File: config.mk
export PLATFORM = sky130hd
export DESIGN_NAME = biu_mem_arb_flat
export DESIGN_NICKNAME = d
export VERILOG_FILES = /design/src/rtl/biu_mem_arb_if.sv /design/src/rtl/biu_mem_arb.sv /design/src/flat_wrapper.sv
export SDC_FILE = /design/constraint.sdc
export NUM_CORES = 1
export LEC_CHECK = 0
export ABC_AREA = 1
export CORE_AREA = 2 2 113 115
export CTS_BUF_LIST = sky130_fd_sc_hd__clkbuf_8
export CTS_CLUSTER_DIAMETER = 120
export DETAILED_ROUTE_END_ITERATION = 8
export DIE_AREA = 0 0 115 117
export GPL_TIMING_DRIVEN = 1
export PLACE_DENSITY_LB_ADDON = 0.1
export SLEW_MARGIN = 20
export SYNTH_ARGS = -nofsm -noshare
export SYNTH_HDL_FRONTEND = slang
export SYNTH_SLANG_ARGS = --single-unit
File: constraint.sdc
create_clock -name hclk -period 1.91 [get_ports hclk]
set_clock_uncertainty 0.2 [all_clocks]
set_input_delay 0.191 -clock hclk [delete_from_list [all_inputs] [get_ports hclk]]
set_output_delay 0.191 -clock hclk [all_outputs]
set_load 0.01 [all_outputs]
File: src/rtl/biu_mem_arb_if.sv
// ============================================================================
// Module      : biu_mem_arb_if
// Description : Bundle of the two requester ports and the shared memory port
//               of the BIU memory arbiter.
// Revision    : 1.0 - initial release
// ============================================================================
`default_nettype none

interface biu_mem_arb_if;

    // Requester 0
    logic        m0_req;
    logic        m0_lock;
    logic [31:0] m0_addr;
    logic [31:0] m0_wr_dat;
    logic [3:0]  m0_wr_ena;
    logic [3:0]  m0_rd_ena;
    logic        m0_gnt;
    logic        m0_rvalid;

    // Requester 1
    logic        m1_req;
    logic        m1_lock;
    logic [31:0] m1_addr;
    logic [31:0] m1_wr_dat;
    logic [3:0]  m1_wr_ena;
    logic [3:0]  m1_rd_ena;
    logic        m1_gnt;
    logic        m1_rvalid;

    // Memory side and shared read return
    logic [31:0] rd_dat_o;
    logic [31:0] addr_o;
    logic [31:0] wr_dat_o;
    logic [3:0]  wr_ena_o;
    logic [3:0]  rd_ena_o;
    logic [31:0] rd_dat_i;

    modport slave (
        input  m0_req, m0_lock, m0_addr, m0_wr_dat, m0_wr_ena, m0_rd_ena,
        input  m1_req, m1_lock, m1_addr, m1_wr_dat, m1_wr_ena, m1_rd_ena,
        input  rd_dat_i,
        output m0_gnt, m0_rvalid, m1_gnt, m1_rvalid,
        output rd_dat_o, addr_o, wr_dat_o, wr_ena_o, rd_ena_o
    );

    modport master (
        output m0_req, m0_lock, m0_addr, m0_wr_dat, m0_wr_ena, m0_rd_ena,
        output m1_req, m1_lock, m1_addr, m1_wr_dat, m1_wr_ena, m1_rd_ena,
        output rd_dat_i,
        input  m0_gnt, m0_rvalid, m1_gnt, m1_rvalid,
        input  rd_dat_o, addr_o, wr_dat_o, wr_ena_o, rd_ena_o
    );

endinterface

`default_nettype wire

File: src/rtl/biu_mem_arb.sv
// ============================================================================
// Module      : biu_mem_arb
// Description : Two-requester single-beat memory arbiter with round-robin tie
//               break, bounded ownership locking and tagged read return.
// Revision    : 1.0 - initial release
// ============================================================================
`default_nettype none

module biu_mem_arb #(
    parameter int LOCK_MAX = 16
) (
    input  logic          hclk,
    input  logic          hrstn,
    biu_mem_arb_if.slave  bus
);

    localparam logic [1:0] S_IDLE = 2'd0;
    localparam logic [1:0] S_OWN0 = 2'd1;
    localparam logic [1:0] S_OWN1 = 2'd2;

    localparam logic [7:0] c_CNT_MAX = 8'(LOCK_MAX - 1);

    logic [1:0]  r_state;
    logic        r_ptr;
    logic [7:0]  r_cnt;
    logic        r_rvalid0;
    logic        r_rvalid1;

    logic [1:0]  w_state_nxt;
    logic [7:0]  w_cnt_nxt;
    logic [7:0]  w_cnt_inc;
    logic        w_cnt_full;
    logic        w_vld0;
    logic        w_vld1;
    logic        w_gnt0;
    logic        w_gnt1;
    logic [31:0] w_addr;
    logic [31:0] w_wdat;
    logic [3:0]  w_wena;
    logic [3:0]  w_rena_raw;
    logic [3:0]  w_rena;

    // A request with no byte lanes enabled carries no work and is ignored.
    assign w_vld0 = bus.m0_req && ((bus.m0_wr_ena | bus.m0_rd_ena) != 4'h0);
    assign w_vld1 = bus.m1_req && ((bus.m1_wr_ena | bus.m1_rd_ena) != 4'h0);

    assign w_cnt_inc  = (r_cnt >= c_CNT_MAX) ? c_CNT_MAX : r_cnt + 8'd1;
    assign w_cnt_full = (w_cnt_inc == c_CNT_MAX);

    always_ff @(posedge hclk) begin
        if (!hrstn) begin
            r_state <= S_IDLE;
            r_ptr   <= 1'b1;
            r_cnt   <= 8'd0;
        end else begin
            r_state <= w_state_nxt;
            r_cnt   <= w_cnt_nxt;
            if (w_gnt0) begin
                r_ptr <= 1'b0;
            end else if (w_gnt1) begin
                r_ptr <= 1'b1;
            end
        end
    end

    always_comb begin
        w_gnt0      = 1'b0;
        w_gnt1      = 1'b0;
        w_state_nxt = r_state;
        w_cnt_nxt   = r_cnt;
        case (r_state)
            S_IDLE: begin
                w_cnt_nxt = 8'd0;
                // Pointer holds the last owner, so a tie goes to the other one.
                if (w_vld0 && w_vld1) begin
                    w_gnt0 = r_ptr;
                    w_gnt1 = ~r_ptr;
                end else begin
                    w_gnt0 = w_vld0;
                    w_gnt1 = w_vld1;
                end
                if (w_gnt0 && bus.m0_lock) begin
                    w_state_nxt = S_OWN0;
                end else if (w_gnt1 && bus.m1_lock) begin
                    w_state_nxt = S_OWN1;
                end else begin
                    w_state_nxt = S_IDLE;
                end
            end
            S_OWN0: begin
                w_gnt0 = w_vld0;
                if (w_vld0) begin
                    w_cnt_nxt = w_cnt_inc;
                end
                if (w_vld0 && bus.m0_lock && !(w_cnt_full && w_vld1)) begin
                    w_state_nxt = S_OWN0;
                end else begin
                    w_state_nxt = S_IDLE;
                end
            end
            S_OWN1: begin
                w_gnt1 = w_vld1;
                if (w_vld1) begin
                    w_cnt_nxt = w_cnt_inc;
                end
                if (w_vld1 && bus.m1_lock && !(w_cnt_full && w_vld0)) begin
                    w_state_nxt = S_OWN1;
                end else begin
                    w_state_nxt = S_IDLE;
                end
            end
            default: begin
                w_state_nxt = S_IDLE;
            end
        endcase
        if (!hrstn) begin
            w_gnt0 = 1'b0;
            w_gnt1 = 1'b0;
        end
    end

    always_comb begin
        w_addr     = 32'h0;
        w_wdat     = 32'h0;
        w_wena     = 4'h0;
        w_rena_raw = 4'h0;
        if (w_gnt0) begin
            w_addr     = bus.m0_addr;
            w_wdat     = bus.m0_wr_dat;
            w_wena     = bus.m0_wr_ena;
            w_rena_raw = bus.m0_rd_ena;
        end else if (w_gnt1) begin
            w_addr     = bus.m1_addr;
            w_wdat     = bus.m1_wr_dat;
            w_wena     = bus.m1_wr_ena;
            w_rena_raw = bus.m1_rd_ena;
        end
        // A mixed beat is treated as a pure write.
        w_rena = (w_wena != 4'h0) ? 4'h0 : w_rena_raw;
    end

    always_ff @(posedge hclk) begin
        if (!hrstn) begin
            r_rvalid0 <= 1'b0;
            r_rvalid1 <= 1'b0;
        end else begin
            r_rvalid0 <= w_gnt0 && (w_rena != 4'h0);
            r_rvalid1 <= w_gnt1 && (w_rena != 4'h0);
        end
    end

    assign bus.m0_gnt    = w_gnt0;
    assign bus.m1_gnt    = w_gnt1;
    assign bus.m0_rvalid = r_rvalid0;
    assign bus.m1_rvalid = r_rvalid1;
    assign bus.addr_o    = w_addr;
    assign bus.wr_dat_o  = w_wdat;
    assign bus.wr_ena_o  = w_wena;
    assign bus.rd_ena_o  = w_rena;
    assign bus.rd_dat_o  = bus.rd_dat_i;

endmodule

`default_nettype wire

File: src/flat_wrapper.sv
// flat-port wrapper written by rule: the top's interface ports become plain ports
module biu_mem_arb_flat 
#(
    parameter int LOCK_MAX = 16
)
  (hclk, hrstn, bus_m0_req, bus_m0_lock, bus_m0_addr, bus_m0_wr_dat, bus_m0_wr_ena, bus_m0_rd_ena, bus_m1_req, bus_m1_lock, bus_m1_addr, bus_m1_wr_dat, bus_m1_wr_ena, bus_m1_rd_ena, bus_rd_dat_i, bus_m0_gnt, bus_m0_rvalid, bus_m1_gnt, bus_m1_rvalid, bus_rd_dat_o, bus_addr_o, bus_wr_dat_o, bus_wr_ena_o, bus_rd_ena_o);
  biu_mem_arb_if bus_i ();
  input  logic hclk;
  input  logic hrstn;
  input wire logic [$bits(bus_i.m0_req)-1:0] bus_m0_req;
  input wire logic [$bits(bus_i.m0_lock)-1:0] bus_m0_lock;
  input wire logic [$bits(bus_i.m0_addr)-1:0] bus_m0_addr;
  input wire logic [$bits(bus_i.m0_wr_dat)-1:0] bus_m0_wr_dat;
  input wire logic [$bits(bus_i.m0_wr_ena)-1:0] bus_m0_wr_ena;
  input wire logic [$bits(bus_i.m0_rd_ena)-1:0] bus_m0_rd_ena;
  input wire logic [$bits(bus_i.m1_req)-1:0] bus_m1_req;
  input wire logic [$bits(bus_i.m1_lock)-1:0] bus_m1_lock;
  input wire logic [$bits(bus_i.m1_addr)-1:0] bus_m1_addr;
  input wire logic [$bits(bus_i.m1_wr_dat)-1:0] bus_m1_wr_dat;
  input wire logic [$bits(bus_i.m1_wr_ena)-1:0] bus_m1_wr_ena;
  input wire logic [$bits(bus_i.m1_rd_ena)-1:0] bus_m1_rd_ena;
  input wire logic [$bits(bus_i.rd_dat_i)-1:0] bus_rd_dat_i;
  output wire logic [$bits(bus_i.m0_gnt)-1:0] bus_m0_gnt;
  output wire logic [$bits(bus_i.m0_rvalid)-1:0] bus_m0_rvalid;
  output wire logic [$bits(bus_i.m1_gnt)-1:0] bus_m1_gnt;
  output wire logic [$bits(bus_i.m1_rvalid)-1:0] bus_m1_rvalid;
  output wire logic [$bits(bus_i.rd_dat_o)-1:0] bus_rd_dat_o;
  output wire logic [$bits(bus_i.addr_o)-1:0] bus_addr_o;
  output wire logic [$bits(bus_i.wr_dat_o)-1:0] bus_wr_dat_o;
  output wire logic [$bits(bus_i.wr_ena_o)-1:0] bus_wr_ena_o;
  output wire logic [$bits(bus_i.rd_ena_o)-1:0] bus_rd_ena_o;
  assign bus_i.m0_req = bus_m0_req;
  assign bus_i.m0_lock = bus_m0_lock;
  assign bus_i.m0_addr = bus_m0_addr;
  assign bus_i.m0_wr_dat = bus_m0_wr_dat;
  assign bus_i.m0_wr_ena = bus_m0_wr_ena;
  assign bus_i.m0_rd_ena = bus_m0_rd_ena;
  assign bus_i.m1_req = bus_m1_req;
  assign bus_i.m1_lock = bus_m1_lock;
  assign bus_i.m1_addr = bus_m1_addr;
  assign bus_i.m1_wr_dat = bus_m1_wr_dat;
  assign bus_i.m1_wr_ena = bus_m1_wr_ena;
  assign bus_i.m1_rd_ena = bus_m1_rd_ena;
  assign bus_i.rd_dat_i = bus_rd_dat_i;
  assign bus_m0_gnt = bus_i.m0_gnt;
  assign bus_m0_rvalid = bus_i.m0_rvalid;
  assign bus_m1_gnt = bus_i.m1_gnt;
  assign bus_m1_rvalid = bus_i.m1_rvalid;
  assign bus_rd_dat_o = bus_i.rd_dat_o;
  assign bus_addr_o = bus_i.addr_o;
  assign bus_wr_dat_o = bus_i.wr_dat_o;
  assign bus_wr_ena_o = bus_i.wr_ena_o;
  assign bus_rd_ena_o = bus_i.rd_ena_o;
  biu_mem_arb #(.LOCK_MAX(LOCK_MAX)) u_core (.hclk(hclk), .hrstn(hrstn), .bus(bus_i));
endmodule
# == After elaboration in Yosys (flattened, before gate mapping) ==
# Cells that the tools add are included.
# classes
add_sub_neg,1
order_cmp,1
eq_ne,5
n_mux,28
bitwise,3
reduce_logical,23
# op_table
cell,n
$mux 32,4
$mux 8,3
$pmux 8 s3,1
$mux 4,5
$reduce_bool 4->1,4
$logic_and 1x1->1,13
$mux 1,9
$add 8x1->8 const B,1
$eq 8x4->1 const B,1
$ge 8x4->1 const B,1
$or 4x4->4,2
$mux 2,3
$pmux 2 s3,1
$ne 2x1->1 const B,2
$pmux 1 s2,2
$reduce_and 3->1,1
$reduce_bool 3->1,1
$eq 2x1->1 const B,1
$eq 2x2->1 const B,1
$logic_not 1->1,2
$logic_not 2->1,1
$reduce_bool 2->1,1
$not 1->1,1
# totals
reg_bits,13
inputBits,182
output_inout_bits,108
word_cells,66

# == Depth between registers and ports, before layout ==
# Gate-level depths: netlist of the first run.
# logic_depth
depth_word,14
depth_mapped,13
ltp_nobuf,13

# == Worst setup path before layout of the first run ==
# No wires, ideal clock.
# synth_path
path_kind,flip-flop to output port
startpoint,reg u_core.r_state[0]
endpoint,out bus_addr_o[23]
arrival_ns,1.681
required_time_ns,1.519
setup_slack_ns,-0.162
path_stages_with_launch,12
n_path_buf,3
cell_sequence,dfxtp_1 inv_1 ha_1 inv_1 nor2_1 nand2_1 a21oi_1 buf_2 buf_4 buf_2 nand3_1 nand2_1
# synth_via
elab_chain_len,5
elab_cells_between_ends,9
classes_between,eq/ne: 2; mux: 6; reduce/logical: 1
# synth_rtl
item,line,text
from (decl),biu_mem_arb.sv:23,logic [1:0] r_state;
from (signal assigned),biu_mem_arb.sv:56,r_state <= w_state_nxt;
$eq 2x2->1 or $logic_not 2->1 (tied branches),biu_mem_arb.sv:71,case (r_state)
$pmux 1 s2,biu_mem_arb.sv:71,
$mux 1,biu_mem_arb.sv:116,if (!hrstn) begin
$mux 32,biu_mem_arb.sv:132,end else if (w_gnt1) begin
$mux 32 (*),biu_mem_arb.sv:127,if (w_gnt0) begin
to (decl),flat_wrapper.sv:28,output wire logic [$bits(bus_i.addr_o)-1:0] bus_addr_o;
# Every way passes the cells marked *; elsewhere a longest branch is shown, timed or not.

# == Worst setup path in the final report of the first run ==
# layout_path
startpoint,reg u_core.r_state[1]
endpoint,out bus_rd_ena_o[1]
# layout_via
elab_chain_len,7
elab_cells_between_ends,13
classes_between,eq/ne: 2; mux: 9; reduce/logical: 2
# layout_rtl
item,line,text
$eq 2x2->1 or $logic_not 2->1 (tied branches),biu_mem_arb.sv:71,
$pmux 1 s2,biu_mem_arb.sv:71,
$mux 1,biu_mem_arb.sv:116,
$mux 4,biu_mem_arb.sv:132,
$mux 4,biu_mem_arb.sv:127,
$reduce_bool 4->1,biu_mem_arb.sv:139,w_rena = (w_wena != 4'h0) ? 4'h0 : w_rena_raw;
$mux 4 (*),biu_mem_arb.sv:139,
to (decl),flat_wrapper.sv:31,output wire logic [$bits(bus_i.rd_ena_o)-1:0] bus_rd_ena_o;
# Marks and branches as above.

==> key figures, run 1 <==
Layout
  • Commonest cells after routing, fill and taps aside: clkdlybuf4s50_1 (133), nand2_1 (101), buf_6 (85), nand2_2 (54), nand3_2 (42)
  • Fillers: 1199
  • N_diodes: 0
  • Fin util: 51.1%
  • Share of layout cells above drive strength 1: 53.1%
  • Commonest non-fill, non-tap cell in the layout: clkdlybuf4s50_1
  • Area Growth Syn to Fin: 206%
  • Final Net Count: 862

Power
  • Peak VDD IR: 0.190 mV
  • Cell Pwr Density: 387 mW/mm²
  • Leak pwr: 0.00286 µW

Setup path
  • CP Depth: 14
  • Slowest cell on the critical path: dfxtp_2
  • Max stage delay on crit path: 0.32 ns
  • Cell family with most CP delay: buffers and inverters
  • Crit path launch type: flip-flop
  • Worst setup path class: reg2out
  • WP buf/inv: 5
  • Reg2Reg Depth: 15
  • Worst path required time: 1.52 ns
  • Crit end category: output port
  • Critical-path maximum fanout: 5
  • Crit path DAT: 2.00 ns
  • Cell Chain, Critical Path: inv_2 -> ha_4 -> inv_4 -> nor2_4 -> nand2_2 -> a21oi_4 -> buf_6 -> buf_6 -> nand3_2 -> nand2_2 -> nor2_4 -> nand2_4 -> a21oi_2 -> buf_2

STA
  • Fmax: 418 MHz
  • PnR worst setup slack: -0.480 ns
  • Minimum clock period: 2.39 ns
  • Hold Slack: 0.182 ns
  • # setup viols final: 78
  • Final hold vios: 0
  • Slew headroom: 77.1%
  • Part of the cycle the worst path needs: 125%
  • RSZ-0062 raised after global routing: yes
  • Final Max Tran Viols: 0
  • Worst-Margin Slew: 0.343 ns

Synthesis
  • Post-synth cell types: 21
  • Number of synthesis warnings: 0
  • Average cell area after synthesis: 5.24 µm²
  • Seq/Total Area, Yosys: 12.6%
  • Cells after synthesis: 393
  • #FFs+latches synth: 13
  • Netlist Area Pre-Place: 0.00206 mm²
  • Synthesized Nets: 580

Floorplan
  • Num ports: 290
  • # rows: 41
  • Total Die Area: 0.0135 mm²
  • Core Region: 0.0123 mm²
  • Die height: 117 µm
  • Die width: 115 µm
  • Initial Util: 16.7%

Detailed routing
  • Drt first pass iters: 4
  • DRC Markers: 0
  • Avg WL per Cell: 17.9 µm
  • Initial DRC count: 128
  • Total wire length: 14.8 mm
  • Avg Vias per Cell: 4.48
  • Routed Antenna Nets: 0
  • Routed via count: 3695

Global route
  • Grt ovf: 0
  • Largest net degree at the start of global routing: 25
  • First-pass GRT wire length: 19.5 mm
  • GRT Overall Usage: 18.6%
  • Vias in the first global route: 3467
  • Initial antenna violation count: 0

CTS
  • Clock sink total: 13
  • Reg clk slew, reported paths: 0.06 ns
  • CTS Root Cell: clkbuf_8
  • CTS Buffer Depth: 2
  • CTS tree: done
  • TritonCTS buffer count: 3
  • H-tree depth: 1
  • Worst skew pair latency: 0.24 ns

Placed design
  • Port-buffer cells: 225
  • DP HPWL: 9.48 mm
  • Gpl congestion: 0.829

Hold path
  • Min-delay worst type: in2out
  • Hold depth: 0

Status
  • Failing checks: setup timing
  • Outcome: finished, violations left

Run
  • Max_cap viols: 0
## final timing paths
check / start / end / slack (ns)
worst min-delay path: bus_rd_dat_i[1] / bus_rd_dat_o[1] / 0.18
worst max register to register: u_core.r_state[1]$_SDFF_PN0_ / u_core.bus.m0_rvalid$_SDFF_PN0_ / -0.37
worst min register to register: u_core.r_cnt[7]$_SDFFE_PN0P_ / u_core.r_cnt[7]$_SDFFE_PN0P_ / 0.24
worst max-delay path: u_core.r_state[1]$_SDFF_PN0_ / bus_rd_ena_o[1] / -0.48
## power by group
group          switching [µW]  leakage [µW]  internal (µW)
combinational             820       0.00273           1090
clock                    96.6     0.0000269            142
sequential               5.49      0.000106            281
## area by class of cell
type                       count  area (µm²)  share of cell area, %
inverter                      22        87.6                   1.39
timing repair buffer         332        3560                   56.6
clock buffer                   3        41.3                  0.656
sequential                    13         263                   4.17
clock inverter                 1        3.75                 0.0596
tap                          150         188                   2.98
multi-input combinational    303        2150                   34.1
## flip-flops by register name, indices dropped and copies added, names as in the netlist
name	count
u_core.r_cnt	8
u_core.r_ptr	1
u_core.bus.m1_rvalid	1
u_core.bus.m0_rvalid	1
u_core.r_state	2
## cell usage after synthesis
library cell / n / area, µm²
buf_4: 33 / 248
nand2_2: 2 / 12.5
nand2_1: 161 / 604
inv_2: 1 / 3.75
o21ai_0: 3 / 15.0
nor2_2: 4 / 25.0
nand3_1: 85 / 425
buf_2: 17 / 85.1
clkbuf_1: 3 / 11.3
o21ai_2: 1 / 8.76
nor2_1: 20 / 75.1
a221oi_1: 1 / 8.76
a21oi_1: 14 / 70.1
inv_1: 21 / 78.8
nand4_1: 3 / 18.8
dfxtp_1: 13 / 260
or2_2: 1 / 6.26
a21oi_4: 1 / 16.3
o211ai_1: 2 / 15.0
ha_1: 5 / 62.6
buf_1: 2 / 7.51
## routing by layer
| metal | vias to the layer above | part of all wire [%] | track usage (%) |
|---|---|---|---|
| met1 | 1718 | 42 | 24.1 |
| met3 | 8 | 6.3 | 3.40 |
| met5 | - | 0 | 0 |
| li1 | 1810 | - | - |
| met2 | 159 | 51 | 33.1 |
| met4 | 0 | 0.66 | 2.41 |
## cell families after synthesis
| family | synth area share (%) |
|---|---|
| AOI/OAI and AO/OA | 6.50 |
| adders and majority gates | 3.04 |
| buffers and inverters | 21.1 |
| DFF | 12.6 |
| and+or+nand+nor | 56.7 |
## per-stage QoR
step | cell area [µm²] | setup WS (ns) | std cells | TNS (ns) | total power (µW)
final | 6290 | -0.480 | 824 | -29.77 | 2440
after floorplan | 2150 | 0.00631 | 393 | 0 | 785
after CTS | 5470 | -0.489 | 799 | -26.58 | 2110
after global routing | 6290 | -0.574 | 824 | -36.57 | 2570
after detailed placement | 4590 | -1.08 | 753 | -77.97 | 1510
after global placement | 4590 | -1.08 | 753 | -77.58 | 1510
## worst register-to-register path, cell delays in order (launching register included)
cell      delay [ns]
dfxtp_2         0.32
inv_2           0.09
ha_4            0.17
inv_4           0.04
nor2_4          0.08
nand2_2         0.08
a21oi_4         0.24
buf_6           0.14
buf_6           0.09
nand3_4         0.07
nand2_4         0.08
nor2_4          0.05
buf_4           0.12
buf_4           0.12
o211ai_1        0.15
a21oi_1         0.13
## repair_timing
item                       4_1_cts  5_1_grt
pin swaps                       54       69
cloned                          11        8
setup buffers                   32       22
resized for setup              485      161
setup endpoints to repair       83       82
hold buffers                     0        0
Power figures use the tool's default switching activity.
==> inputs of run 2 (changes only) <==
--- a/config.mk
+++ b/config.mk
@@ -11,9 +11,7 @@
 export CTS_CLUSTER_DIAMETER = 120
 export DETAILED_ROUTE_END_ITERATION = 8
 export DIE_AREA = 0 0 115 117
-export GPL_TIMING_DRIVEN = 1
 export PLACE_DENSITY_LB_ADDON = 0.1
-export SLEW_MARGIN = 20
 export SYNTH_ARGS = -nofsm -noshare
 export SYNTH_HDL_FRONTEND = slang
 export SYNTH_SLANG_ARGS = --single-unit
==> results of run 2 <==
The final DEF is identical to that of run 1; final timing and power are the same.
==> variant 1: new RTL, flow settings as in run 1 <==
`LOCK_MAX` is set to 16 in 2 places; all go to 15.
--- a/src/rtl/biu_mem_arb.sv
+++ b/src/rtl/biu_mem_arb.sv
@@ -7,7 +7,7 @@
 `default_nettype none
 
 module biu_mem_arb #(
-    parameter int LOCK_MAX = 16
+    parameter int LOCK_MAX = 15
 ) (
     input  logic          hclk,
     input  logic          hrstn,
--- a/src/flat_wrapper.sv
+++ b/src/flat_wrapper.sv
@@ -1,7 +1,7 @@
 // flat-port wrapper written by rule: the top's interface ports become plain ports
 module biu_mem_arb_flat 
 #(
-    parameter int LOCK_MAX = 16
+    parameter int LOCK_MAX = 15
 )
   (hclk, hrstn, bus_m0_req, bus_m0_lock, bus_m0_addr, bus_m0_wr_dat, bus_m0_wr_ena, bus_m0_rd_ena, bus_m1_req, bus_m1_lock, bus_m1_addr, bus_m1_wr_dat, bus_m1_wr_ena, bus_m1_rd_ena, bus_rd_dat_i, bus_m0_gnt, bus_m0_rvalid, bus_m1_gnt, bus_m1_rvalid, bus_rd_dat_o, bus_addr_o, bus_wr_dat_o, bus_wr_ena_o, bus_rd_ena_o);
   biu_mem_arb_if bus_i ();
Behaviour: same outputs for any inputs over 10 cycles, from zero or initial values and one cycle with hrstn low; that may be too few to reach the edited logic, so the function may still have changed.
==> variant 1 against run 1 <==
The run still ends with setup timing left; largest power group unchanged; total power fell by 29%; register-to-register slack improved by 140 ps; critical endpoint is now bus_wr_dat_o[5]; wire length fell by 20%; hold slack barely moved; area after synthesis fell by 9.8%; highest routed layer unchanged; final area fell by 22%; sequential cell count did not move; worst setup slack got worse by 40 ps.
==> variant 1: results (changes against run 1) <==
<table>
<tr><th>Metric</th><th>Value</th></tr>
<tr><th colspan="2">Placed design</th></tr>
<tr><td>Hpwl dp</td><td>9000 um (-5.1%)</td></tr>
<tr><td>Worst slack at placement</td><td>-1080 ps (+2.67 ps)</td></tr>
<tr><td>Placed cell count</td><td>643 (-15%)</td></tr>
<tr><td>Routability congestion estimate from global placement</td><td>0.794 (-4.2%)</td></tr>
<tr><th colspan="2">Global route</th></tr>
<tr><td>Met3 capacity usage during global routing</td><td>5.77% (+2.4 points)</td></tr>
<tr><td>Global routing usage summed across all routing layers</td><td>15.4% (-3.2 points)</td></tr>
<tr><td>Routing usage on met2</td><td>26.8% (-6.2 points)</td></tr>
<tr><td>Initial antenna violation count</td><td>1 (+1)</td></tr>
<tr><td>Global-route track usage on met1</td><td>18.8% (-5.3 points)</td></tr>
<tr><th colspan="2">Power</th></tr>
<tr><td>Power of the clock network</td><td>246 uW (+3%)</td></tr>
<tr><td>Net Sw Frac</td><td>33.5% (-4.4 points)</td></tr>
<tr><td>Reported leakage power</td><td>0.00233 uW (-19%)</td></tr>
<tr><th colspan="2">Timing</th></tr>
<tr><td>Final setup fails</td><td>76 (-2.6%)</td></tr>
<tr><td>Worst relative slew slack</td><td>83.9% (+6.8 points)</td></tr>
<tr><td>Final worst setup slack</td><td>-519 ps (-39.9 ps)</td></tr>
<tr><td>Final-layout setup total negative slack</td><td>-31400 ps (-1630 ps)</td></tr>
<tr><th colspan="2">Drt</th></tr>
<tr><td>Via count</td><td>2935 (-21%)</td></tr>
<tr><td>Routed wirelength normalized by instance count</td><td>17.2 um (-4.1%)</td></tr>
<tr><td>Routed met2 length</td><td>5720 um (-24%)</td></tr>
<tr><td>Detailed-routing wirelength on met1</td><td>4960 um (-21%)</td></tr>
<tr><td>Met3 wire length</td><td>986 um (+6.8%)</td></tr>
<tr><th colspan="2">Outcome</th></tr>
<tr><td>Result of the run</td><td>finished, violations left</td></tr>
<tr><td>Violated checks</td><td>setup timing</td></tr>
<tr><th colspan="2">Critical path</th></tr>
<tr><td>Crit Path Max Fanout</td><td>7 (+2)</td></tr>
<tr><th colspan="2">Clocking</th></tr>
<tr><td>Post-CTS setup buffer count</td><td>33 (+3.1%)</td></tr>
<tr><th colspan="2">Yosys</th></tr>
<tr><td>Post-synth top cells</td><td>sky130_fd_sc_hd__a22o_1 (64), sky130_fd_sc_hd__buf_4 (39), sky130_fd_sc_hd__nand2_1 (38), sky130_fd_sc_hd__nor2_1 (29), sky130_fd_sc_hd__inv_1 (28)</td></tr>
<tr><td>Area share of xor/xnor cells in the synthesized design</td><td>0.943% (+0.94 points)</td></tr>
<tr><th colspan="2">Final layout</th></tr>
<tr><td>Layout cells sized above 1</td><td>41.1% (-12 points)</td></tr>
<tr><td>Total number of nets in the final design</td><td>722 (-16%)</td></tr>
</table>
[variant 1: worst reg2reg max path, delay by kind of cell (launching register included)]
| family | cells | cell delay [ps] |
|---|---|---|
| AND/OR/NAND/NOR | 7 | 630 |
| buffers and inverters | 6 | 580 |
| flip-flops | 1 | 320 |
| AO/OA/AOI/OAI | 2 | 200 |
| adder cells (fa/ha/maj) | 1 | 140 |
[variant 1: area by class of cell]
class,instances,area [um2],share of cell area (%)
clock buffer,3,41.3,0.846
timing repair buffer,305,2860,58.7
multi-input combinational,182,1400,28.7
antenna,1,2.50,0.0513
clock inverter,1,3.75,0.0769
tap,150,188,3.85
inverter,29,116,2.38
sequential,13,263,5.38
[variant 1: path summary, 6_finish.rpt]
kind,end,slack (ps),cells after the start
min,bus_rd_dat_o[0],180,0
max reg2reg,u_core.bus.m0_rvalid$_SDFF_PN0_,-230,16
max,bus_wr_dat_o[5],-520,14
min reg2reg,u_core.r_cnt[5]$_SDFFE_PN0P_,250,2
==> variant 2: new RTL, flow settings as in run 1 <==
Made on the original files. Make the reset (`hrstn`) asynchronous in 2 clocked blocks.
--- a/src/rtl/biu_mem_arb.sv
+++ b/src/rtl/biu_mem_arb.sv
@@ -47,7 +47,7 @@
     assign w_cnt_inc  = (r_cnt >= c_CNT_MAX) ? c_CNT_MAX : r_cnt + 8'd1;
     assign w_cnt_full = (w_cnt_inc == c_CNT_MAX);
 
-    always_ff @(posedge hclk) begin
+    always_ff @(posedge hclk or negedge hrstn) begin
         if (!hrstn) begin
             r_state <= S_IDLE;
             r_ptr   <= 1'b1;
@@ -139,7 +139,7 @@
         w_rena = (w_wena != 4'h0) ? 4'h0 : w_rena_raw;
     end
 
-    always_ff @(posedge hclk) begin
+    always_ff @(posedge hclk or negedge hrstn) begin
         if (!hrstn) begin
             r_rvalid0 <= 1'b0;
             r_rvalid1 <= 1'b0;
Formal check against the unedited RTL: differs if hrstn is asserted again (counterexample within 4 cycles, from zero or initial values and one cycle with hrstn low); with hrstn held inactive, the same outputs for 10 cycles.
==> variant 2 against run 1 <==
The run still ends with setup timing left; sequential share of layout area up 1.1 points; sequential cell count unchanged; hold slack worse by 63 ps; non-clock buffer count down 7; area after synthesis up 1.7%; wire length down 7.4%; final area down 1.2%; global-route usage down 0.55 points; worst setup slack worse by 63 ps.
Power is not compared: it rests on default switching activity, and its combinational part moved more than twofold at a synthesized area within 25%.
==> variant 2: results (changes against run 1) <==
<table>
<tr><th>Metric</th><th>Value</th></tr>
<tr><th colspan="2">Yosys</th></tr>
<tr><td>Post-synthesis cell type count</td><td>25 (+19%)</td></tr>
<tr><td>Post-synth top cells</td><td>sky130_fd_sc_hd__nand2_1 (160), sky130_fd_sc_hd__nand3_1 (82), sky130_fd_sc_hd__buf_4 (33), sky130_fd_sc_hd__inv_1 (20), sky130_fd_sc_hd__buf_2 (17)</td></tr>
<tr><td>Main synth FF type</td><td>sky130_fd_sc_hd__dfrtp_1</td></tr>
<tr><td>Sequential fraction of the synthesis area</td><td>15.6% (+3.0 points)</td></tr>
<tr><td>Synth top area cells</td><td>sky130_fd_sc_hd__nand2_1 (29%), sky130_fd_sc_hd__nand3_1 (20%), sky130_fd_sc_hd__dfrtp_1 (14%)</td></tr>
<tr><td>Complex-gate fraction of the synthesized area</td><td>6.93% (+0.43 points)</td></tr>
<tr><th colspan="2">Timing</th></tr>
<tr><td>Final worst setup slack</td><td>-543 ps (-63.0 ps)</td></tr>
<tr><td>Final setup fails</td><td>78 (unchanged)</td></tr>
<tr><th colspan="2">Final layout</th></tr>
<tr><td>Signal buffers</td><td>325 (-2.1%)</td></tr>
<tr><td>Number of combinational gates with multiple inputs</td><td>292 (-3.6%)</td></tr>
<tr><td>Number of inserted filler cells in the final layout</td><td>1188 (-0.92%)</td></tr>
<tr><td>Total number of nets in the final design</td><td>843 (-2.2%)</td></tr>
<tr><td>Portion of the layout cell area used by non-clock buffers</td><td>55.9% (-0.72 points)</td></tr>
<tr><td>Fraction of area in clock buffers and inverters</td><td>0.724% (+0.0089 points)</td></tr>
<tr><td>Seq cells</td><td>13 (unchanged)</td></tr>
<tr><th colspan="2">Critical path</th></tr>
<tr><td>Largest incremental delay on the critical path</td><td>400 ps (+80 ps)</td></tr>
<tr><td>Worst Reg2Reg Path Length in Cells</td><td>14 (-1)</td></tr>
<tr><td>Worst R2R Setup Slack</td><td>-420 ps (-50 ps)</td></tr>
<tr><td>Endpoint of the worst-slack reg-to-reg timing path</td><td>u_core.bus.m1_rvalid$_DFF_PN0_</td></tr>
<tr><td>Critical Path AT</td><td>2060 ps (+60 ps)</td></tr>
<tr><th colspan="2">Clocking</th></tr>
<tr><td>Post-CTS setup buffer count</td><td>33 (+3.1%)</td></tr>
<tr><td>Number of resized instances in the post-cts repair step</td><td>483 (-0.41%)</td></tr>
<tr><th colspan="2">Hold path</th></tr>
<tr><td>Path class of the lowest-slack min-delay path</td><td>in2async</td></tr>
<tr><th colspan="2">Global route</th></tr>
<tr><td>Via count of the first global-routing pass</td><td>3418 (-1.4%)</td></tr>
<tr><th colspan="2">Outcome</th></tr>
<tr><td>Violated checks</td><td>setup timing</td></tr>
<tr><td>Result of the run</td><td>finished, violations left</td></tr>
<tr><th colspan="2">Drt</th></tr>
<tr><td>DRT Wirelength</td><td>13700 um (-7.4%)</td></tr>
<tr><th colspan="2">Placed design</th></tr>
<tr><td>Worst slack at placement</td><td>-1090 ps (-8.44 ps)</td></tr>
</table>
## variant 2: worst max path at each step
| stage | start | slack (ps) | end | cells past startpoint |
|---|---|---|---|---|
| 2_1_floorplan | u_core.r_state[1]$_DFF_PN0_ | -60 | bus_wr_dat_o[1] | 11 |
| 3_3_place_gp | bus_m1_rd_ena[1] | -1050 | bus_rd_ena_o[3] | 14 |
| 3_5_place_dp | bus_m1_rd_ena[1] | -1090 | bus_rd_ena_o[1] | 11 |
| 4_1_cts | u_core.r_state[0]$_DFF_PN0_ | -590 | bus_rd_ena_o[1] | 13 |
| 5_1_grt | u_core.r_state[1]$_DFF_PN0_ | -650 | bus_addr_o[1] | 13 |
| 6_report | u_core.r_state[0]$_DFF_PN0_ | -540 | bus_rd_ena_o[1] | 12 |
## variant 2: through the flow
stage | hold slack [ps] | std cells
after floorplan | -305 | 380
after global placement | 182 | 751
after detailed placement | 182 | 751
after CTS | 119 | 802
after global routing | 140 | 805
final | 119 | 805
## variant 2: cell families after synthesis
group                      after synthesis
DFF                                     13
and+or+nand+nor                        265
buffers and inverters                   75
AOI/OAI and AO/OA                       22
adders and majority gates                5
## variant 2: layer usage
metal	vias up	track usage [%]	share of wire (%)
li1	1762	-	-
met1	1670	20.3	36
met2	162	34.9	54
met3	20	4.79	8.6
met4	0	2.49	1.5
met5	-	0	0
## variant 2: power by group through the flow
| stage | sequential (uW) | combinational, uW | clock (uW) |
|---|---|---|---|
| 6_report | 352 | 3940 | 236 |
| 5_1_grt | 356 | 4190 | 259 |
| 4_1_cts | 353 | 3650 | 246 |
| 3_5_place_dp | 355 | 2490 | 0 |
| 3_3_place_gp | 356 | 2480 | 0 |
| 2_1_floorplan | 361 | 1110 | 0 |
